$ cat config.mk
export PLATFORM = sky130hd
export DESIGN_NAME = hazard_ctrl
export DESIGN_NICKNAME = d
export VERILOG_FILES = /design/src/rtl/hazard_pkg.sv /design/src/rtl/hazard_cmp.sv /design/src/rtl/hazard_ctrl.sv
export SDC_FILE = /design/constraint.sdc
export NUM_CORES = 1
export LEC_CHECK = 0
export ABC_CLOCK_PERIOD_IN_PS = 1800
export CAP_MARGIN = 20
export CORE_MARGIN = 2
export CORE_UTILIZATION = 26
export DETAILED_ROUTE_END_ITERATION = 16
export MAX_ROUTING_LAYER = met4
export PLACE_DENSITY = 0.84
export SLEW_MARGIN = 20
export SYNTH_ARGS = -nofsm -noshare
export SYNTH_HDL_FRONTEND = slang
export SYNTH_SLANG_ARGS = --single-unit
export TNS_END_PERCENT = 20
$ cat constraint.sdc
create_clock -name clk -period 1.8 [get_ports clk]
set_clock_uncertainty 0.15 [all_clocks]
set_input_delay 0.27 -clock clk [delete_from_list [all_inputs] [get_ports clk]]
set_output_delay 0.27 -clock clk [all_outputs]
set_load 0.02 [all_outputs]
$ cat src/rtl/hazard_pkg.sv
// Shared types and constants for the load-use / branch hazard controller.
// Included by hazard_cmp and hazard_ctrl.
package hazard_pkg;

    typedef enum logic {
        RUN    = 1'b0,
        LSTALL = 1'b1
    } state_t;

    localparam logic [4:0] REG_ZERO     = 5'd0;
    localparam int         LOAD_LAT_MAX = 3;

endpackage

$ cat src/rtl/hazard_cmp.sv
// Load-use register compare between the ID instruction and a load in EX.
// Writes to r0 never create a dependency.
module hazard_cmp
    import hazard_pkg::*;
(
    input  logic [4:0] id_rs,
    input  logic [4:0] id_rt,
    input  logic       id_uses_rt,
    input  logic       ex_memread,
    input  logic [4:0] ex_rt,
    output logic       hazard
);

    logic rs_hit;
    logic rt_hit;

    assign rs_hit = (ex_rt == id_rs);
    assign rt_hit = id_uses_rt && (ex_rt == id_rt);
    assign hazard = ex_memread && (ex_rt != REG_ZERO)
                 && (rs_hit || rt_hit);

endmodule

$ cat src/rtl/hazard_ctrl.sv
// Pipeline hazard controller: load-use stall, branch flush, external freeze.
// Define HAZARD_PERF_CNT_EN to build the saturating bubble counter.
module hazard_ctrl
    import hazard_pkg::*;
#(
    parameter int LOAD_LAT = 1,
    parameter int CNT_W    = 32
) (
    input  logic             clk,
    input  logic             rst_n,
    input  logic [4:0]       id_rs,
    input  logic [4:0]       id_rt,
    input  logic             id_uses_rt,
    input  logic             ex_memread,
    input  logic [4:0]       ex_rt,
    input  logic             branch_taken,
    input  logic             ext_busy,
    output logic             pc_we,
    output logic             ifid_we,
    output logic             ifid_flush,
    output logic             idex_bubble,
    output logic             pipe_freeze,
    output logic [CNT_W-1:0] stall_cnt
);

    localparam int LAT_C = (LOAD_LAT > LOAD_LAT_MAX) ? LOAD_LAT_MAX :
                           (LOAD_LAT < 1) ? 1 : LOAD_LAT;
    localparam logic [1:0] REM_INIT = 2'(LAT_C - 1);

    state_t     state;
    state_t     state_nxt;
    logic [1:0] rem;
    logic [1:0] rem_nxt;
    logic       hazard;
    logic       ev_busy;
    logic       ev_flush;
    logic       ev_lstall;
    logic       ev_luse;

    hazard_cmp u_cmp (
        .id_rs      (id_rs),
        .id_rt      (id_rt),
        .id_uses_rt (id_uses_rt),
        .ex_memread (ex_memread),
        .ex_rt      (ex_rt),
        .hazard     (hazard)
    );

    // Mutually exclusive events in priority order
    assign ev_busy   = ext_busy;
    assign ev_flush  = !ext_busy && branch_taken;
    assign ev_lstall = !ext_busy && !branch_taken
                    && (state == LSTALL);
    assign ev_luse   = !ext_busy && !branch_taken
                    && (state == RUN) && hazard;

    always_ff @(posedge clk or negedge rst_n) begin
        if (!rst_n) begin
            state <= RUN;
            rem   <= 2'd0;
        end else begin
            state <= state_nxt;
            rem   <= rem_nxt;
        end
    end

    always_comb begin
        state_nxt = state;
        rem_nxt   = rem;
        unique case (1'b1)
            ev_busy: begin
                state_nxt = state;
                rem_nxt   = rem;
            end
            ev_flush: begin
                state_nxt = RUN;
                rem_nxt   = 2'd0;
            end
            ev_lstall: begin
                if (rem <= 2'd1) begin
                    state_nxt = RUN;
                    rem_nxt   = 2'd0;
                end else begin
                    rem_nxt   = rem - 2'd1;
                end
            end
            ev_luse: begin
                if (LAT_C > 1) begin
                    state_nxt = LSTALL;
                    rem_nxt   = REM_INIT;
                end
            end
            default: begin
                state_nxt = state;
                rem_nxt   = rem;
            end
        endcase
    end

    always_comb begin
        pc_we       = 1'b1;
        ifid_we     = 1'b1;
        ifid_flush  = 1'b0;
        idex_bubble = 1'b0;
        pipe_freeze = 1'b0;
        if (!rst_n) begin
            pc_we       = 1'b0;
            ifid_we     = 1'b0;
            idex_bubble = 1'b1;
        end else begin
            unique case (1'b1)
                ev_busy: begin
                    pc_we       = 1'b0;
                    ifid_we     = 1'b0;
                    pipe_freeze = 1'b1;
                end
                ev_flush: begin
                    ifid_flush  = 1'b1;
                    idex_bubble = 1'b1;
                end
                ev_lstall, ev_luse: begin
                    pc_we       = 1'b0;
                    ifid_we     = 1'b0;
                    idex_bubble = 1'b1;
                end
                default: begin
                    pc_we       = 1'b1;
                    ifid_we     = 1'b1;
                end
            endcase
        end
    end

`ifdef HAZARD_PERF_CNT_EN
    logic [CNT_W-1:0] cnt;

    always_ff @(posedge clk or negedge rst_n) begin
        if (!rst_n) begin
            cnt <= '0;
        end else if (idex_bubble && !ext_busy && (cnt != '1)) begin
            cnt <= cnt + CNT_W'(1);
        end
    end

    assign stall_cnt = cnt;
`else
    assign stall_cnt = '0;
`endif

endmodule

# [After elaboration in Yosys (flattened, before gate mapping)]
# Index checks and enable logic that the tools add are counted.
[op_classes] n_addsub=1 n_lt_le_gt_ge=1 n_eq_ne=3 mux=12 n_bitwise=1 reduce_logical=16
[ops] operator="$eq A5 B5 Y1" n=2
[ops] operator="$mux W1" n=9
[ops] operator="$logic_and A1 B1 Y1" n=8
[ops] operator="$reduce_or A3 Y1" n=2
[ops] operator="$reduce_bool A5 Y1" n=1
[ops] operator="$pmux W2 S2" n=1
[ops] operator="$le A2 B1 Y1 const B" n=1
[ops] operator="$logic_not A1 Y1" n=2
[ops] operator="$mux W2" n=1
[ops] operator="$ne A2 B1 Y1 const B" n=1
[ops] operator="$pmux W1 S2" n=1
[ops] operator="$reduce_and A2 Y1" n=1
[ops] operator="$reduce_bool A2 Y1" n=1
[ops] operator="$sub A2 B1 Y2 const B" n=1
[ops] operator="$logic_or A1 B1 Y1" n=1
[ops] operator="$not A1 Y1" n=1
[totals] regBits=3 in_bits=21 out_inout_bits=37 elab_cells=36

# [Logic depth before layout (Yosys ltp)]
# Gate-level depths: netlist of the first run.
[depth] word_depth=8 ltp_mapped=5 ltp_nobuf=4

# [By module]
# Synthesis of the first run repeated with hierarchy kept, for this count alone.
[unflattened] cells_unflattened=57 hier_area_um2=426.7
[by_module_without_submodules] module="hazard_ctrl" n_inst=1 cells_per_inst=40 area_per_inst_um2=294.0
[by_module_without_submodules] module="hazard_cmp" n_inst=1 cells_per_inst=17 area_per_inst_um2=132.6

# [Least setup slack after synthesis of the first run]
# OpenSTA, ideal clock, no wires.
[synth_path] path_type="input to output" startpoint="input port ex_rt[1]" endpoint="output port pc_we" t_arrival_ns=1.450 required_time_ns=1.380 setup_slack_ns=-0.070 path_stages=4 cell_sequence="or4_1 o21ai_0 o311a_1 buf_4"
[synth_between] elab_chain_len=8 word_cells_on_any_way=11
[synth_rtl] item="from (decl)" line="hazard_ctrl.sv:15" text="input logic [4:0] ex_rt,"
[synth_rtl] item="$eq A5 B5 Y1" line="hazard_cmp.sv:18" text="assign rt_hit = id_uses_rt && (ex_rt == id_rt);"
[synth_rtl] item="$logic_and A1 B1 Y1" line="hazard_cmp.sv:18"
[synth_rtl] item="$logic_or A1 B1 Y1" line="hazard_cmp.sv:20" text="&& (rs_hit || rt_hit);"
[synth_rtl] item="$logic_and A1 B1 Y1 *" line="hazard_cmp.sv:20"
[synth_rtl] item="$logic_and A1 B1 Y1 *" line="hazard_ctrl.sv:55" text="&& (state == RUN) && hazard;"
[synth_rtl] item="$reduce_or A3 Y1 (no source line) *"
[synth_rtl] item="$mux W1 * (2 in series)"
[synth_rtl] item="to (decl)" line="hazard_ctrl.sv:18" text="output logic pc_we,"
# Every way passes the cells marked *; elsewhere a longest branch is shown, timed or not.

# [Final worst setup path of the first run]
[layout_path] startpoint="input port ex_rt[1]" endpoint="output port ifid_we"
[layout_between] elab_chain_len=8 word_cells_on_any_way=11
[layout_rtl] item="$eq A5 B5 Y1" line="hazard_cmp.sv:18"
[layout_rtl] item="$logic_and A1 B1 Y1" line="hazard_cmp.sv:18"
[layout_rtl] item="$logic_or A1 B1 Y1" line="hazard_cmp.sv:20"
[layout_rtl] item="$logic_and A1 B1 Y1 *" line="hazard_cmp.sv:20"
[layout_rtl] item="$logic_and A1 B1 Y1 *" line="hazard_ctrl.sv:55"
[layout_rtl] item="$reduce_or A3 Y1 (no source line) *"
[layout_rtl] item="$mux W1 *" line="hazard_ctrl.sv:111" text="unique case (1'b1)"
[layout_rtl] item="$mux W1 *" line="hazard_ctrl.sv:106" text="if (!rst_n) begin"
[layout_rtl] item="to (decl)" line="hazard_ctrl.sv:19" text="output logic ifid_we,"
# Marks and branches as above.

==> results by group, run 1 <==
Route
  • Drt first pass iters: 4
  • Number of remaining DRC errors: 0
  • Number of DRC violations after detailed-routing iteration 0: 2
  • Total via count in the routed design: 376
  • Final Routed Wirelength: 874 um
  • ANT nets after route: 0
  • Number of vias per cell after detailed routing: 3.723
  • Average routed wire per standard cell: 8.653 um

Power
  • Design internal power: 0.06108 mW
  • Fraction of power consumed by combinational cells: 1.000
  • Proportion of total power due to net switching: 0.6282
  • Lkg Pwr: 0.3415 nW
  • Share of total power in sequential cells: 0
  • Maximum VDD drop: 0.0001146 V
  • Power density relative to cell area: 274.7 nW/um^2
  • Overall power: 0.1643 mW
  • Portion of total power attributed to the clock network: 0
  • Switching power: 0.1032 mW

Floorplanning
  • Count of boundary I/O pins: 58
  • Width of the die: 44.21 um
  • Die span in y: 44.21 um
  • Number of standard-cell rows in the floorplan: 14
  • Die Footprint: 1955 sq um
  • Core Region: 1506 sq um
  • Initial core utilization: 0.2791

Timing
  • Number of max-slew violations in the final report: 0
  • Fin. Hold Viols: 0
  • Min cycle time layout: 1.957 ns
  • Final setup margin: -0.1569 ns
  • Number of endpoints failing setup at the final stage: 3
  • Highest clock frequency the design can meet: 511.0 MHz
  • Share of the clock period used by the worst path: 1.087
  • Unrepaired setup endpoints after global routing: yes

Global routing
  • GRT Residual Overflow: 0
  • Met3 Use GR: 0
  • Global routing met1 resource utilization: 0.06618
  • Number of global-route vias before repair: 308
  • Met2 layer usage reported by global route: 0.2029
  • Global Route Usage Sum: 0.08290
  • Antenna violations before repair: 0
  • Layer with the highest usage after global routing: met2
  • Wire length of the first global-routing pass: 1.207 mm
  • Maximum number of pins on one net before global-route repair: 5

Final layout
  • Final instance area: 598.1 sq um
  • Most frequent cells in the layout: conb_1, xor2_1, dlygate4sd2_1
  • FF+latch count: 0
  • Clock buffer cells: 0
  • FF+latch area: 0 sq um
  • Leading cell type in the layout, fill and taps excluded: conb_1
  • Layout cell share with drive strength beyond 1: 0.2118
  • Number of fillers in the final layout: 166
  • Ant. Diodes: 0
  • Area growth, synth to finish: 42.26%
  • Post-layout instance count excluding filler cells: 101
  • Final-stage net count: 108

Synth
  • Total standard cell area after synthesis: 420.4 sq um
  • Compound-Gate Fraction of Synth Area: 0.07738
  • Cell types occupying the most area after synthesis: buf_4, xor2_1, nor4_2
  • Area share of fa/ha/maj cells after synthesis: 0
  • Post-synth top area cell: buf_4
  • Synth Area per Inst: 7.507 sq um
  • Sequential share of the synthesized area: 0
  • Dominant combinational cell family by area after synthesis: buffers and inverters
  • Fraction of the mapped netlist area in simple logic gates: 0.1071
  • Netlist cell types: 16
  • Synth top area share: 0.5893
  • Multiplexer share of the synthesized area: 0
  • Mapped Cells: 56
  • Count of yosys warnings during synthesis: 0
  • Parity-gate share of the synthesized area counting xor and xnor cells: 0.2083

Worst setup path
  • End point of the critical path: ifid_we
  • Data required, critical path: 1.38 ns
  • Critical path startpoint: ex_rt[1]
  • CP max stage cell: o311a_1
  • Start-to-end type of the worst setup path: in2out
  • Worst endpoint data arrival time: 1.54 ns
  • Crit Path Max Fanout: 3
  • Critical path endpoint category: primary output
  • Cell Chain, Critical Path: buf_6 > buf_6 > xor2_2 > nor4_2 > a32oi_1 > o311a_1 > buf_6
  • Most repeated library cell on the critical path: buf_6
  • Longest individual stage delay on the worst path: 0.36 ns
  • Crit start category: primary input

Flow run
  • Count of maximum capacitance violations: 0

Place
  • Placed wire-length estimate after detailed placement: 806.1 um
  • Instance area at placement: 604.3 sq um
  • Number of placed instances with taps included: 101
  • Port buffer count: 25
  • Final weighted congestion in routability-driven placement: 0.7559

Worst hold path
  • Hold Path Class: in2out

Outcome
  • Violated checks: negative setup slack
  • Run status: finished, violations left

Clock tree
  • Post-CTS setup buffer count: 0
==> per-stage QoR <==
step	setup TNS, ns	hold WS (ns)	worst slack, ns	util
2_1_floorplan	-0.1090	0.5529	-0.05990	-
4_1_cts	-0.4644	1.109	-0.1695	0.3970
3_3_place_gp	-2.878	1.517	-0.8646	0.4012
3_5_place_dp	-2.994	1.514	-0.9300	0.4012
6_report	-0.4386	1.113	-0.1569	0.3970
5_1_grt	-0.6275	1.132	-0.2134	0.3970
==> power by group through the flow <==
| stage | combinational (mW) | clock [mW] | sequential (mW) |
|---|---|---|---|
| floorplan | 0.148 | 0 | 0 |
| detailed placement | 0.170 | 0 | 0 |
| CTS | 0.164 | 0 | 0 |
| global route | 0.175 | 0 | 0 |
| global placement | 0.168 | 0 | 0 |
| finish | 0.164 | 0 | 0 |
==> layout make-up <==
class / count / area (sq um) / share of cell area
Tap cell: 16 / 20.02 / 0.03347
Multi-Input combinational cell: 53 / 301.5 / 0.5042
Inverter: 1 / 3.754 / 0.006276
Timing Repair Buffer: 31 / 272.8 / 0.4561
==> cell families (layout without fill, tap and decap cells) <==
group / count (synthesis) / in the layout
AO/OA/AOI/OAI: 4 / 4
XOR/XNOR: 10 / 10
AND/OR/NAND/NOR: 7 / 7
other: 1 / 32
buffers and inverters: 34 / 32
==> timing repair <==
action,4_1_cts,5_1_grt
hold buffers,0,0
gates cloned,0,0
gates resized for setup,51,3
endpoints found under the setup margin,5,3
pin swaps,7,1
==> layer usage <==
| metal | up-vias | wire length (um) |
|---|---|---|
| li1 | 174 | - |
| met1 | 161 | 239 |
| met2 | 41 | 518 |
| met3 | 0 | 116 |
| met4 | 0 | 0 |
| met5 | - | 0 |
==> worst max-delay path: cells and delay by family <==
family | cells | cell delay (ns)
buf+inv | 3 | 0.35
simple gates | 1 | 0.27
compound gates | 2 | 0.51
xor+xnor | 1 | 0.14
==> worst min-delay path by stage <==
stage	start	endpoint	cells past startpoint
detailed placement	rst_n	pc_we	3
global route	rst_n	idex_bubble	3
CTS	rst_n	idex_bubble	3
finish	rst_n	idex_bubble	3
floorplan	rst_n	ifid_we	1
global placement	ext_busy	pipe_freeze	3
==> Yosys cell counts <==
cell and count:
o311ai_1 1, or4_1 1, buf_4 33, inv_1 1, a32oi_1 1, nor4_2 1
and2_1 1, o21ai_0 1, nand2_1 1, and3_1 1, nor2_1 1, nor3_1 1
o311a_1 1, xnor2_1 1, xor2_1 9, conb_1 1
No activity file was read; power rests on OpenSTA's default activity.
==> run 2, diff against run 1 <==
Settings changed: GPL_TIMING_DRIVEN set to 0.
==> results by group, run 2 (synthesis results as in run 1) <==
Outcome
  • Run status: finished, violations left
  • Violated checks: negative setup slack

Final layout
  • Clock buffer cells: 0
  • Number of fillers in the final layout: 153
  • FF+latch area: 0 sq um
  • Area growth, synth to finish: 96.13%
  • Post-route core utilization: 0.5473
  • Final-stage net count: 136
  • Area occupied by multi-input gates: 327.8 sq um
  • Layout cell share with drive strength beyond 1: 0.4690
  • Post-layout instance count excluding filler cells: 129
  • Leading cell type in the layout, fill and taps excluded: buf_4
  • Ant. Diodes: 0
  • FF+latch count: 0
  • Most frequent cells in the layout: buf_4, conb_1, xor2_1, dlygate4sd2_1

Timing
  • Unrepaired setup endpoints after global routing: yes
  • Min cycle time layout: 1.965 ns
  • Highest clock frequency the design can meet: 508.8 MHz
  • Number of max-slew violations in the final report: 0
  • Number of endpoints failing setup at the final stage: 3
  • Fin. Hold Viols: 0
  • Final-layout worst hold slack: 0.9288 ns
  • Fin Setup TNS: -0.4014 ns
  • Final setup margin: -0.1652 ns
  • Share of the clock period used by the worst path: 1.092

Worst setup path
  • Crit start category: primary input
  • Start-to-end type of the worst setup path: in2out
  • Crit Path Max Fanout: 2
  • Worst endpoint data arrival time: 1.55 ns
  • Data required, critical path: 1.38 ns
  • Critical path endpoint category: primary output

Flow run
  • Count of maximum capacitance violations: 0

Power
  • Fraction of power consumed by combinational cells: 1.000
  • Design internal power: 0.1049 mW
  • Power density relative to cell area: 267.0 nW/um^2
  • Portion of total power attributed to the clock network: 0
  • Maximum VDD drop: 0.0001337 V
  • Share of total power in sequential cells: 0
  • Overall power: 0.2201 mW
  • Switching power: 0.1152 mW
  • Proportion of total power due to net switching: 0.5235
  • Lkg Pwr: 0.4855 nW

Floorplanning
  • Count of boundary I/O pins: 58
  • Die span in y: 44.21 um
  • Number of standard-cell rows in the floorplan: 14
  • Die Footprint: 1955 sq um
  • Initial core utilization: 0.2791
  • Width of the die: 44.21 um
  • Core Region: 1506 sq um

Route
  • Total via count in the routed design: 459
  • Number of vias per cell after detailed routing: 3.558
  • Number of DRC violations after detailed-routing iteration 0: 0
  • Final Routed Wirelength: 1.045 mm
  • Number of remaining DRC errors: 0
  • Drt first pass iters: 1
  • ANT nets after route: 0
  • Average routed wire per standard cell: 8.101 um

Global routing
  • Global Route Usage Sum: 0.1000
  • Wire length of the first global-routing pass: 1.449 mm
  • Number of global-route vias before repair: 382
  • GRT Residual Overflow: 0
  • Maximum number of pins on one net before global-route repair: 5
  • Antenna violations before repair: 0

Place
  • Port buffer count: 25
  • Number of placed instances with taps included: 128
  • Final weighted congestion in routability-driven placement: 0.6690

Worst hold path
  • Hold Path Class: in2out

Clock tree
  • Hold_buf cts: 0
[run 2: cell type report]
type                            instances  share of cell area
Buffer                                 33              0.3005
Inverter                                1            0.004552
Multi-Input combinational cell         53              0.3976
Tap cell                               16             0.02428
Timing Repair Buffer                   26              0.2731
[run 2: per-stage QoR]
stage | cell area (sq um) | setup WS [ns]
2_1_floorplan | 536.8 | -0.05990
3_3_place_gp | 807.0 | -0.9872
3_5_place_dp | 807.0 | -1.003
4_1_cts | 795.8 | -0.1652
5_1_grt | 824.5 | -0.2200
6_report | 824.5 | -0.1652
[run 2: power groups by stage]
stage               clock, mW  combinational, mW  sequential [mW]
floorplan                   0              0.148                0
global placement            0              0.213                0
detailed placement          0              0.217                0
CTS                         0              0.209                0
global route                0              0.235                0
finish                      0              0.220                0
[run 2: repair_timing]
item                                    in CTS  in global routing
resized for setup                           62                 13
gates cloned                                 0                  0
endpoints found under the setup margin       5                  4
pin swaps                                   10                  6
buffers inserted                             1                  0
[run 2: final timing paths]
kind / to / cells past startpoint / slack (ns) / start
setup / recovery: pc_we / 7 / -0.17 / id_rs[2]
hold / removal: idex_bubble / 4 / 0.93 / ex_rt[0]
[run 2: critical path, stage by stage]
cell	delay, ns
dlygate4sd2_1	0.24
xor2_1	0.15
nor3_2	0.20
a32oi_1	0.10
o311a_1	0.33
buf_4	0.14
buf_6	0.12
[run 2: routing by layer]
layer | wire, um | vias up | share of wire | track usage
li1 | - | 231 | - | -
met4 | 38 | 0 | 0.036 | 0.04242
met3 | 154 | 4 | 0.15 | 0
met2 | 564 | 43 | 0.54 | 0.2029
met1 | 288 | 181 | 0.28 | 0.09756
met5 | 0 | - | 0 | -
